==> src/rtl/shot_slot_scheduler.sv <==
//==============================================================================
// Module      : shot_slot_scheduler
// Description : Three-slot player shot scheduler with fire-edge queue,
//               launch cooldown, magazine and frame-based reload.
// Revision    : 1.0 - initial release
//==============================================================================
`timescale 1ns/1ps
`default_nettype none

module shot_slot_scheduler #(
    parameter int COOLDOWN_FRAMES = 4,
    parameter int MAX_AMMO        = 9,
    parameter int RELOAD_FRAMES   = 30
) (
    input  logic       clk,
    input  logic       reset,
    input  logic       startOfFrame,
    input  logic       fireRequest,
    input  logic [2:0] shotHit,
    input  logic [2:0] shotOffScreen,
    output logic [2:0] shotLaunch,
    output logic [2:0] shotActive,
    output logic [3:0] ammoCount,
    output logic       fireDenied
);

    localparam logic [7:0] c_cooldown_load = 8'(COOLDOWN_FRAMES);
    localparam logic [3:0] c_max_ammo      = 4'(MAX_AMMO);
    localparam logic [7:0] c_reload_frames = 8'(RELOAD_FRAMES);

    typedef enum logic [1:0] {
        S_FREE   = 2'd0,
        S_ACTIVE = 2'd1,
        S_RETIRE = 2'd2
    } slot_state_t;

    logic       r_fire_prev;
    logic       r_fire_armed;
    logic       r_pending;
    logic [7:0] r_cooldown;
    logic [7:0] r_reload_cnt;
    logic [1:0] r_last_slot;
    logic [3:0] r_ammo;
    logic [2:0] r_launch;
    logic       r_denied;

    logic [2:0] w_free;
    logic [1:0] w_pick;
    logic       w_fire_edge;
    logic       w_launch_ok;
    logic [2:0] w_launch_vec;
    logic       w_reload_tick;
    logic       w_reload_done;

    function automatic logic [1:0] f_slot_after(input logic [1:0] base, input int step);
        f_slot_after = 2'((int'(base) + step) % 3);
    endfunction

    // A level held high across reset release must first be seen low before it can count as an edge.
    assign w_fire_edge   = fireRequest && !r_fire_prev && r_fire_armed;
    assign w_launch_ok   = r_pending && (r_cooldown == 8'd0) && (r_ammo != 4'd0) && (|w_free);
    assign w_launch_vec  = w_launch_ok ? (3'b001 << w_pick) : 3'b000;
    assign w_reload_tick = startOfFrame && (r_ammo < c_max_ammo);
    assign w_reload_done = w_reload_tick && ((r_reload_cnt + 8'd1) == c_reload_frames);

    // Descending scan so the nearest slot after the last winner overrides the others.
    always_comb begin
        w_pick = r_last_slot;
        for (int k = 3; k >= 1; k--) begin
            if (w_free[f_slot_after(r_last_slot, k)]) begin
                w_pick = f_slot_after(r_last_slot, k);
            end
        end
    end

    always_ff @(posedge clk or posedge reset) begin
        if (reset) begin
            r_fire_prev  <= 1'b0;
            r_fire_armed <= 1'b0;
            r_pending    <= 1'b0;
            r_cooldown   <= 8'd0;
            r_reload_cnt <= 8'd0;
            r_last_slot  <= 2'd2;
            r_ammo       <= c_max_ammo;
            r_launch     <= 3'b000;
            r_denied     <= 1'b0;
        end else begin
            r_fire_prev <= fireRequest;
            if (!fireRequest) begin
                r_fire_armed <= 1'b1;
            end
            r_denied <= w_fire_edge && (r_ammo == 4'd0);
            r_launch <= w_launch_vec;

            if (w_launch_ok) begin
                r_pending   <= 1'b0;
                r_last_slot <= w_pick;
            end else if (w_fire_edge && (r_ammo != 4'd0)) begin
                r_pending <= 1'b1;
            end

            if (w_launch_ok) begin
                r_cooldown <= c_cooldown_load;
            end else if (startOfFrame && (r_cooldown != 8'd0)) begin
                r_cooldown <= r_cooldown - 8'd1;
            end

            if (r_ammo == c_max_ammo) begin
                r_reload_cnt <= 8'd0;
            end else if (w_reload_tick) begin
                r_reload_cnt <= w_reload_done ? 8'd0 : r_reload_cnt + 8'd1;
            end

            case ({w_reload_done, w_launch_ok})
                2'b10:   r_ammo <= r_ammo + 4'd1;
                2'b01:   r_ammo <= r_ammo - 4'd1;
                default: r_ammo <= r_ammo;
            endcase
        end
    end

    for (genvar gi = 0; gi < 3; gi++) begin : g_slot
        slot_state_t r_state;
        logic        r_active;

        always_ff @(posedge clk or posedge reset) begin
            if (reset) begin
                r_state  <= S_FREE;
                r_active <= 1'b0;
            end else begin
                case (r_state)
                    S_FREE: begin
                        if (w_launch_vec[gi]) begin
                            r_state  <= S_ACTIVE;
                            r_active <= 1'b1;
                        end
                    end
                    S_ACTIVE: begin
                        if (shotHit[gi] || shotOffScreen[gi]) begin
                            r_state  <= S_RETIRE;
                            r_active <= 1'b0;
                        end
                    end
                    S_RETIRE: begin
                        if (startOfFrame) begin
                            r_state <= S_FREE;
                        end
                    end
                    default: begin
                        r_state  <= S_FREE;
                        r_active <= 1'b0;
                    end
                endcase
            end
        end

        assign w_free[gi]     = (r_state == S_FREE);
        assign shotActive[gi] = r_active;
    end

    assign shotLaunch = r_launch;
    assign ammoCount  = r_ammo;
    assign fireDenied = r_denied;

endmodule

`default_nettype wire

==> config.mk <==
export PLATFORM = sky130hd
export DESIGN_NAME = shot_slot_scheduler
export DESIGN_NICKNAME = d
export VERILOG_FILES = /design/src/rtl/shot_slot_scheduler.sv
export SDC_FILE = /design/constraint.sdc
export NUM_CORES = 1
export LEC_CHECK = 0
export BUFFER_PORTS_ARGS = -buffer_cell sky130_fd_sc_hd__clkbuf_2
export CORE_MARGIN = 2
export CORE_UTILIZATION = 50
export DETAILED_ROUTE_END_ITERATION = 8
export PLACE_DENSITY = 0.69
export SLEW_MARGIN = 20
export SYNTH_ARGS = -nofsm -noshare
export SYNTH_HDL_FRONTEND = slang
export SYNTH_SLANG_ARGS = --single-unit
==> constraint.sdc <==
create_clock -name clk -period 4.65 [get_ports clk]
set_input_delay 0.93 -clock clk [delete_from_list [all_inputs] [get_ports clk]]
set_output_delay 0.93 -clock clk [all_outputs]
set_load 0.05 [all_outputs]
======== Word-level counts from Yosys, hierarchy flattened ========
Cells that the tools add are included.
cells by class
  bitwise operators ....................... 3
  divide/modulo/power cells ............... 3
  add/sub/neg operators ................... 7
  reduce and logical (&&, ||, !) cells .... 32
  multiplexer cells ....................... 37
  equality and inequality tests ........... 19
  $lt $le $gt $ge ......................... 4
  shifts and indexed selects .............. 1
operators by type and width
  operator                                                count
  remainder unit 32 x 3 -> 32 bit, second input constant  3
  2-to-1 mux 8 bit                                        5
  2-to-1 mux 2 bit                                        10
  case mux 2 bit (3 select lines)                         3
  AND reduction 3 bit                                     6
  inequality test 2 bit, second input constant            6
  2-to-1 mux 1 bit                                        11
  logical AND 1 bit                                       10
  < comparator 2 x 3 -> 1 bit, second input constant      3
  case mux 1 bit (3 select lines)                         3
  adder 8 x 1 -> 8 bit, second input constant             1
  equality test 2 x 1 -> 1 bit, second input constant     4
  equality test 2 bit, second input constant              4
  equality test 8 x 5 -> 1 bit, second input constant     1
  zero test 8 bit                                         1
  case mux 4 bit (2 select lines)                         1
  nonzero test 2 bit                                      4
  nonzero test 8 bit                                      1
  subtractor 8 x 1 -> 8 bit, second input constant        1
  adder 2 x 2 -> 3 bit, second input constant             2
  binary-select mux 1 bit (select 2 bit)                  3
  zero test 2 bit                                         3
  inequality test 2 x 1 -> 1 bit, second input constant   3
  adder 4 x 1 -> 4 bit, second input constant             1
  12 further kinds                                        16
storage, ports and cells
  input port bits ......................... 10
  logic and storage cells ................. 121
  flip-flop bits (word level) ............. 38
  output and inout bits ................... 11

======== Longest topological paths before layout ========
Gate-level depths: netlist of the first run.
  depth in word-level cells ............... 11
  gate-level depth with buffers ........... 12
  mapped depth without buffers ............ 12

======== Worst setup path after synthesis of the first run ========
Ideal clock, no wire load.
  path kind ............................... reg-to-reg
  start point ............................. register r_ammo[1], in the netlist ammoCount[1]
  end point ............................... register r_ammo[2], in the netlist ammoCount[2]
  data arrival time ....................... 2.632 ns
  slack ................................... 1.871 ns
  stages on the path, launching flop included .. 12
  buffers on the path ..................... 1
  library setup time ...................... 0.147 ns
  clock period less this slack ............ 2.779 ns
  cells stage by stage .................... dfrtp_1 > clkbuf_1 > o31ai_1 > nand2_1 > or3_1 > ha_1 > xor2_1 > ha_1 > a21oi_1 > xor2_1 > nor2_1 > xor2_1
on the way
  word-level cells in the longest chain between the ends .. 5
RTL lines
  what                                                                   RTL line  source
  start: declaration                                                     43        logic [3:0] r_ammo;
  start signal: assignment                                               84        r_ammo <= c_max_ammo;
  start signal: assignment                                               115       2'b10: r_ammo <= r_ammo + 4'd1;
  start signal: assignment                                               116       2'b01: r_ammo <= r_ammo - 4'd1;
  < comparator 4 bit or nonzero test 4 bit (tied branches)               63, 61
  logical AND 1 bit, on equally long branches                            63, 61
  logical AND 1 bit, on equally long branches                            64, 61
  equality test 2 x 1 -> 1 bit or equality test 2 bit (tied branches)    114       case ({w_reload_done, w_launch_ok})
  case mux 4 bit (2 select lines) or nonzero test 2 bit (tied branches)  --
Several ways; a longest one is shown, not always the timed one.
A chain may end at the register's enable or synchronous reset.

======== Final worst setup path of the first run ========
  start point ............................. register r_reload_cnt[0]
  end point ............................... register r_ammo[2], in the netlist ammoCount[2]
on the way
  word-level cells in the longest chain between the ends .. 5
RTL lines
  what                                                                   RTL line  source
  start: declaration                                                     41        logic [7:0] r_reload_cnt;
  start signal: assignment                                               111       r_reload_cnt <= w_reload_done ? 8'd0 : r_reload_cnt + 8'd1;
  adder 8 x 1 -> 8 bit *                                                 64        assign w_reload_done = w_reload_tick && ((r_reload_cnt + 8'd1) == c_reload_frames);
  equality test 8 x 5 -> 1 bit *                                         64
  logical AND 1 bit *                                                    64
  equality test 2 x 1 -> 1 bit or equality test 2 bit (tied branches)    114
  case mux 4 bit (2 select lines) or nonzero test 2 bit (tied branches)  --
  end signal: assignment                                                 115
  end signal: assignment                                                 116
  end signal: assignment                                                 117       default: r_ammo <= r_ammo;
Mark *: on every way between the ends. The rest lies on a longest branch, timed or not.

==> impl_metrics.tcl, run 1 <==
set metrics [dict create \
    gp_congestion 0.821 \
    numCtsBuffers 5 \
    diodes 0 \
    drtIter0Drc 93 \
    worstPathCellList "and4_1, a211o_1, and3_1, or3_1, ha_1, xor2_1, ha_1, a21oi_1, xor2_1, nor2_1, xor2_1" \
    detail_route.wl_per_cell_um 14.2 \
    drive_gt1_share_pct 17.7 \
    path_buf_inv 0 \
    core_mm2 0.00435 \
    end_kind "flop" \
    cp_top_family "simple AND/OR/NAND/NOR gates" \
    place_area_mm2 0.00236 \
    min_from "g_slot[2].r_active" \
    synth-async-reset-ratio_pct 100 \
    critPathLaunch "r_reload_cnt[0]" \
    area_growth_pct 9.06 \
    grt.overflow.total 0 \
    worstHoldPathCells 2 \
    antenna_found_initial 0 \
    grt_use_total_pct 19.1 \
    avgSynthCellArea_um2 9.58 \
    synth_edf_count 0 \
    io_pins 21 \
    cap_viol_max_count 0 \
    cp_slowest_cell "dfrtp_1" \
    status "finished, final reports clean" \
    yosys.area.top_type "dfrtp_1" \
    use_met3_pct 4.84 \
    cts_setup_buffers 0 \
    p_sw_share_pct 33.4 \
    clock-root-buffer "clkbuf_8" \
    slew_headroom_pct 66.3 \
    worst_setup_path_start_kind "flop" \
    synth.distinct_cells 57 \
    seqPwrFrac_pct 53.0 \
    dp_hpwl_um 3080 \
    p_leak_uw 0.00110 \
    fp.dieW_um 71.1 \
    grt_max_degree 39 \
    first_pass_iters 4 \
    holdWs_ns 0.486 \
    hold_path.class "flop to flop" \
    crit_arrival_ns 3.03 \
    start_util_pct 51.7 \
    max-vdd-ir-drop_mv 0.183 \
    hold_viol 0 \
    placed_cells 298 \
    layout_commonest_cell "dfrtp_1" \
    clkSinkCount 38 \
    syn_area_mm2 0.00225 \
    synth_area_leaders "dfrtp_1 (39%), ha_1 (5.0%), dfstp_2 (3.5%)" \
    synth_cells 235 \
    top_usage_layer "met2" \
    drt_wl_total_um 4340 \
    synth-seq-cells 38 \
    worst-path-max-fanout 8 \
    clkTransAtPathRegs_ns 0.08 \
    worstSetupPathType "flop to flop" \
    cts.repair.resized 0 \
    tightest_slew_ns 0.501 \
    place_ws_ns 1.75 \
    cp.depth 11 \
    nFillCells 391 \
    drc 0 \
    dieArea_mm2 0.00505 \
    grtUsageMet1_pct 26.2 \
    port-buffer-count 20 \
    synth-seq-area-share_pct 42.4 \
    grt_first_pass_wirelength_um 7620 \
    die_h_um 71.1 \
    hold_buffers 0 \
    drt.antenna.violating_nets 0 \
    met2_usage_pct 29.1 \
    finalSetupTns_ns 0 \
    power.clock.fraction_pct 26.8 \
    r2r-start "r_reload_cnt[0]" \
    final_cell_area_mm2 0.00245 \
    syn_nets 254 \
    fin_cells 306 \
    grt_pass1_vias 1648 \
    yosysWarnings 0 \
    cp.required_ns 4.82 \
    layout.cells.most_common_list "dfrtp_1 (35), clkbuf_2 (20), nor2_1 (18)" \
    max_stage_delay_ns 0.46 \
    setup_slack_ns 1.79 \
    fin_worst_skew_ns 0.00754 \
    cts_tree "yes" \
    synthFlopType "dfrtp_1" \
    synth_top_area_share_pct 38.9 \
    vias_per_cell 5.79 \
    grt_setup_unrepaired "no" \
    clkLatencyLatePin_ns 0.29 \
    route.vias.total 1771 \
    worst_path_most_repeated_cell "xor2_1" \
    p_sw_uw 298 \
    slew_viol_final 0 \
    finalCritPeriodShare_pct 61.5 \
    setup_viol_count_final 0 \
    cts_max_level 2 \
    final_nets 272 \
    rows 24 \
    fmax_ghz 0.349 \
    r2r_cells 11 \
    cts.path.max_buffers 2 \
    p_per_area_mw_per_mm2 363 \
    post-route-min-period_ns 2.86 \
    p_int_uw 593 \
    comb_power_share_pct 20.1 \
]
[synthesized netlist by cell type, drive strengths merged (2+ instances only)]
master and number:
a31o 2, nor4b 2, nand2 17, buf 8
or2 4, nand2b 5, nor3b 3, dfrtp 35
a221o 2, xor2 9, a31oi 3, a21oi 9
nand3b 3, xnor2 5, nor3 3, a21o 2
a32o 2, o211ai 3, dfstp 3, and3 3
nor4 5, o2111ai 2, inv 13, clkbuf 3
nand3 14, or3 6, nand4 2, o21a 2
o31ai 8, ha 9, o21ai 15, nor2 18
[path summary, 6_finish.rpt]
path                                      end  slack, ns
min in group asynchronous     r_reload_cnt[4]       0.72
max in group asynchronous        ammoCount[0]       3.57
hold / removal             g_slot[2].r_active       0.49
setup reg to reg                 ammoCount[2]       1.79
setup / recovery                 ammoCount[2]       1.79
hold reg to reg            g_slot[2].r_active       0.49
[worst min-delay path, cell delays in order (launching register included)]
cell,delay (ns)
dfrtp_1,0.34
nand2_1,0.05
o31ai_1,0.06
[final cells by class]
class,instances,area [um^2],share of cell area [%]
multi-input cells,173,1180,47.9
clock buffers,6,82.6,3.36
well taps,52,65.1,2.65
clock inverters,2,12.5,0.510
flip-flops and latches,38,955,38.9
inverters,13,48.8,1.99
repair buffers,22,115,4.69
[metrics by stage]
step	utilization (%)	total power, uW
floorplan	-	606
global placement	54.2	648
detailed placement	54.2	656
CTS	56.4	899
global route	56.4	952
finish	56.4	890
[flip-flops by register name, summed over array words and instances (netlist names)]
signal           cells
ammoCount            4
fireDenied           1
g_slot.r_active      3
g_slot.r_state       6
r_cooldown           8
r_fire_armed         1
r_fire_prev          1
r_last_slot          2
r_pending            1
r_reload_cnt         8
shotLaunch           3
[kinds of logic after synthesis]
group / synth area share (%)
multiplexers: 0.945
adder cells (fa/ha/maj): 5.00
buffers and inverters: 5.34
AND/OR/NAND/NOR: 22.5
XOR/XNOR: 5.45
AO/OA/AOI/OAI: 18.4
flip-flops: 42.4
[layer usage]
metal	up-vias	wire, um
met3	2	158
met5	-	0
met2	40	2030
li1	888	-
met1	841	2120
met4	0	29
[power groups by stage]
stage	clock (uW)	combinational, uW	sequential (uW)
finish	239	179	472
global route	263	206	483
CTS	247	181	470
detailed placement	0	180	476
global placement	0	175	473
floorplan	0	140	467
(Power assumes the default switching activity.)
==> inputs of run 2 (changes only) <==
clock period = 2.9 ns   (was 4.65 ns; I/O delays follow)
==> impl_metrics.tcl, run 2 (same netlist as run 1, synthesis figures left out) <==
set metrics [dict create \
    status "finished, final reports clean" \
    drc 0 \
    path_buf_inv 0 \
    max_stage_delay_ns 0.45 \
    max-vdd-ir-drop_mv 0.358 \
    p_leak_uw 0.00114 \
    fmax_ghz 0.366 \
    hold_viol 0 \
    slew_headroom_pct 67.9 \
    route.vias.total 1780 \
    area_growth_pct 12.2 \
    port-buffer-count 20 \
    cts_setup_buffers 0 \
    dp_hpwl_um 3050 \
    cts.path.max_buffers 2 \
    core_mm2 0.00435 \
    slew_viol_final 0 \
    p_per_area_mw_per_mm2 607 \
    worstSetupPathType "flop to flop" \
    hold_path.class "input port to async pin" \
    grt_first_pass_wirelength_um 7420 \
    ff2ff_setup_slack_ns 0.17 \
    diodes 0 \
    rows 24 \
    start_util_pct 51.7 \
    finalSetupTns_ns 0 \
    clkLatencyLatePin_ns 0.29 \
    tightest_slew_ns 0.482 \
    worstPathCellList "and4_2, a211o_1, and3_1, or3_1, ha_2, xor2_1, ha_1, a21oi_1, xor2_1, nor2_1, xor2_1" \
    cp_top_family "simple AND/OR/NAND/NOR gates" \
    rr_endpoint "ammoCount[2]" \
    drive_gt1_share_pct 20.4 \
    multi_input_area_mm2 0.00118 \
    drtIter0Drc 92 \
    dieArea_mm2 0.00505 \
    power.total_uw 1530 \
    final-seq-area_um2 956 \
    cp.required_ns 3.07 \
    clkTransAtPathRegs_ns 0.08 \
    cts_tree "yes" \
    top_regs "r_cooldown (8), r_reload_cnt (8), g_slot.r_state (6)" \
    end_kind "flop" \
    clkSinkCount 38 \
    grt_pass1_vias 1633 \
    fin_cells 312 \
    grt_use_total_pct 18.3 \
    detail_route.wl_per_cell_um 13.9 \
    vias_per_cell 5.71 \
    crit_arrival_ns 2.90 \
    grt_max_degree 39 \
    finalCritPeriodShare_pct 94.1 \
    final_nets 278 \
    hold_buffers 0 \
    worst-path-max-fanout 7 \
    worst_path_most_repeated_cell "xor2_1" \
    fp.dieW_um 71.1 \
    clock-root-buffer "clkbuf_8" \
    grt_setup_unrepaired "no" \
    gp_congestion 0.852 \
    layout.cells.most_common_list "dfrtp_1 (34), clkbuf_2 (20), nor2_1 (18)" \
    layout_commonest_cell "dfrtp_1" \
    cp_slowest_cell "dfrtp_2" \
    r2r-start "r_reload_cnt[1]" \
    placed_cells 304 \
    die_h_um 71.1 \
    final_core_util_pct 58.0 \
    r2r_cells 11 \
    grt.overflow.total 0 \
    nFillCells 375 \
    io_pins 21 \
    fin_worst_skew_ns 0.0132 \
    drt_wl_total_um 4340 \
    worst_setup_path_start_kind "flop" \
    cts_max_level 2 \
    post-route-min-period_ns 2.73 \
    setup_viol_count_final 0 \
    first_pass_iters 4 \
    drt.antenna.violating_nets 0 \
    numCtsBuffers 5 \
    cap_viol_max_count 0 \
    antenna_found_initial 0 \
]
-- run 2: cell types whose count changed in the layout (fill, tap and decap cells not counted), sizes merged --
| cell | before | now |
|---|---|---|
| buf | 2 | 8 |
| clkinv | 1 | 0 |
| clkinvlp | 1 | 0 |
| clkbuf | 26 | 27 |
| bufinv | 0 | 1 |
-- run 2: worst register-to-register path: stages (launching register included) --
cell	delay, ns
dfrtp_2	0.45
and4_2	0.27
a211o_1	0.29
and3_1	0.20
or3_1	0.38
ha_2	0.22
xor2_1	0.15
ha_1	0.17
a21oi_1	0.14
xor2_1	0.16
nor2_1	0.06
xor2_1	0.14
-- run 2: how the worst max path moves through the flow --
stage / start / end / slack [ns] / depth (start not counted)
6_report: r_reload_cnt[1] / ammoCount[2] / 0.17 / 11
5_1_grt: r_reload_cnt[1] / ammoCount[2] / 0.005 / 11
4_1_cts: r_reload_cnt[1] / ammoCount[2] / 0.1 / 11
3_5_place_dp: r_reload_cnt[1] / ammoCount[2] / 0.11 / 11
3_3_place_gp: r_reload_cnt[1] / ammoCount[2] / 0.17 / 11
2_1_floorplan: ammoCount[1] / ammoCount[2] / 0.12 / 11
-- run 2: what timing repair did --
| action | 4_1_cts | 5_1_grt |
|---|---|---|
| setup endpoints to repair | 0 | 1 |
| hold endpoints to repair | 0 | 0 |
| gates resized for setup | 0 | 3 |
-- run 2: area by class of cell --
type / instances / area share (%)
multi-input combinational: 173 / 46.7
clock buffer: 7 / 3.42
clock inverter: 1 / 1.19
inverter: 13 / 1.93
timing repair buffer: 28 / 6.34
tap: 52 / 2.58
sequential: 38 / 37.8
-- run 2: report_power, final --
part | leakage (uW) | internal (uW) | switching, uW | total [uW]
sequential | 0.000481 | 629 | 110 | 739
clock | 0.0000585 | 281 | 184 | 465
combinational | 0.000600 | 152 | 178 | 330
total | 0.00114 | 1060 | 473 | 1530
-- run 2: stage by stage --
| stage | area (um^2) | hold WS, ns | setup slack, ns |
|---|---|---|---|
| 6_report | 2530 | 0.369 | 0.171 |
| 5_1_grt | 2530 | 0.404 | 0.00476 |
| 4_1_cts | 2520 | 0.379 | 0.0998 |
| 3_5_place_dp | 2400 | 0.461 | 0.106 |
| 3_3_place_gp | 2400 | 0.458 | 0.175 |
| 2_1_floorplan | 2250 | 0.442 | 0.121 |
-- run 2: routing by layer --
layer,wire (um),vias to the layer above,global-route usage [%]
li1,-,903,-
met1,2150,831,25.2
met2,1990,41,27.8
met3,154,5,4.27
met4,45,0,7.76
met5,0,-,0
==> inputs of run 3 (changes only) <==
CORE_UTILIZATION = 59   (was 50)
PLACE_DENSITY = 0.79   (was 0.69)
==> impl_metrics.tcl, run 3 (same netlist as run 1, synthesis figures left out) <==
set metrics [dict create \
    fin_cells 307 \
    drt.antenna.violating_nets 0 \
    cp_slowest_cell "dfrtp_1" \
    die_h_um 65.8 \
    grt_first_pass_wirelength_um 7360 \
    max-vdd-ir-drop_mv 0.444 \
    cap_viol_max_count 0 \
    clkSinkCount 38 \
    vias_per_cell 5.95 \
    holdWs_ns 0.376 \
    cts.path.max_buffers 2 \
    multi_input_area_mm2 0.00118 \
    hold_path.class "input port to async pin" \
    worstPathCellList "and4_2, a211o_1, and3_1, or3_1, ha_2, xor2_1, ha_1, a21oi_1, xor2_1, nor2_1, xor2_1" \
    post-route-min-period_ns 2.82 \
    area_growth_pct 11.2 \
    start_util_pct 61.5 \
    cts_tree "yes" \
    antenna_found_initial 0 \
    tightest_slew_ns 0.495 \
    fp.dieW_um 65.8 \
    first_pass_iters 4 \
    p_per_area_mw_per_mm2 601 \
    worst-path-max-fanout 7 \
    place_area_mm2 0.00238 \
    gp_congestion 0.935 \
    slew_viol_final 0 \
    numCtsBuffers 5 \
    max_stage_delay_ns 0.44 \
    clock-root-buffer "clkbuf_8" \
    place_ws_ns 0.0775 \
    path_buf_inv 0 \
    diodes 0 \
    crit_arrival_ns 2.98 \
    end_kind "flop" \
    cp.required_ns 3.07 \
    drc 0 \
    io_pins 21 \
    grt.overflow.total 0 \
    nFillCells 300 \
    cp_top_family "simple AND/OR/NAND/NOR gates" \
    setup_slack_ns 0.0832 \
    worst_path_most_repeated_cell "xor2_1" \
    slew_headroom_pct 66.8 \
    fin_worst_skew_ns 0.00744 \
    placed_cells 297 \
    cts_max_level 2 \
    grt_use_total_pct 22.4 \
    hold_viol 0 \
    layout_commonest_cell "dfrtp_1" \
    final_cell_area_mm2 0.00250 \
    dieArea_mm2 0.00433 \
    rows 22 \
    top_regs "r_cooldown (8), r_reload_cnt (8), g_slot.r_state (6)" \
    port-buffer-count 20 \
    route.vias.total 1826 \
    final-seq-area_um2 956 \
    status "finished, final reports clean" \
    detail_route.wl_per_cell_um 14.6 \
    grt_pass1_vias 1648 \
    drt_wl_total_um 4470 \
    p_leak_uw 0.00113 \
    final_core_util_pct 68.4 \
    drive_gt1_share_pct 19.7 \
    worst_setup_path_start_kind "flop" \
    clkTransAtPathRegs_ns 0.08 \
    dp_hpwl_um 3080 \
    grt_max_degree 39 \
    clkLatencyLatePin_ns 0.29 \
    finalCritPeriodShare_pct 97.1 \
    drtIter0Drc 156 \
    final_nets 277 \
    core_mm2 0.00366 \
    worstSetupPathType "flop to flop" \
    layout.cells.most_common_list "dfrtp_1 (34), clkbuf_2 (20), nor2_1 (18)" \
    setup_viol_count_final 0 \
    fmax_ghz 0.355 \
]
[run 3: power breakdown]
part / internal [uW] / switching, uW / leakage, uW
Combinational: 147 / 173 / 0.000594
Sequential: 628 / 123 / 0.000481
Clock: 257 / 177 / 0.0000524
[run 3: path summary, 6_finish.rpt]
| kind | from | to | slack [ns] | depth (start not counted) |
|---|---|---|---|---|
| max in group asynchronous | reset | ammoCount[0] | 2.17 | 3 |
| worst min-delay path | reset | shotLaunch[1] | 0.38 | 3 |
| worst max-delay path | r_reload_cnt[1] | ammoCount[2] | 0.08 | 11 |
| worst min register to register | r_cooldown[5] | r_cooldown[5] | 0.49 | 1 |
| min in group clk | fireRequest | r_fire_prev | 0.44 | 1 |
| worst max register to register | r_reload_cnt[1] | ammoCount[2] | 0.08 | 11 |
[run 3: final cells by class]
class / instances / share of cell area [%]
Tap cell: 48 / 2.40
Timing Repair Buffer: 27 / 6.10
Inverter: 13 / 1.95
Multi-Input combinational cell: 173 / 47.1
Clock inverter: 1 / 1.20
Sequential cell: 38 / 38.2
Clock buffer: 7 / 3.05
[run 3: timing repair]
| action | 4_1_cts | 5_1_grt |
|---|---|---|
| hold buffers | 0 | 0 |
| gates resized for setup | 0 | 3 |
| buffers inserted | 0 | 2 |
| setup endpoints to repair | 0 | 1 |
[run 3: per-stage QoR]
step                TNS (ns)  power, uW
global route         -0.0918       1590
floorplan                  0        972
CTS                        0       1510
global placement           0       1050
finish                     0       1510
detailed placement         0       1060
[run 3: tightest hold or removal path, cell delays in order]
cell and delay, ns:
clkbuf_2 0.08, inv_1 0.04, buf_4 0.41
[run 3: layer usage]
layer	wire (um)	vias to the layer above	GRT usage, %
met2	2060	46	36.6
li1	-	901	-
met3	194	8	5.14
met1	2150	871	29.3
met5	0	-	0
met4	65	0	7.29
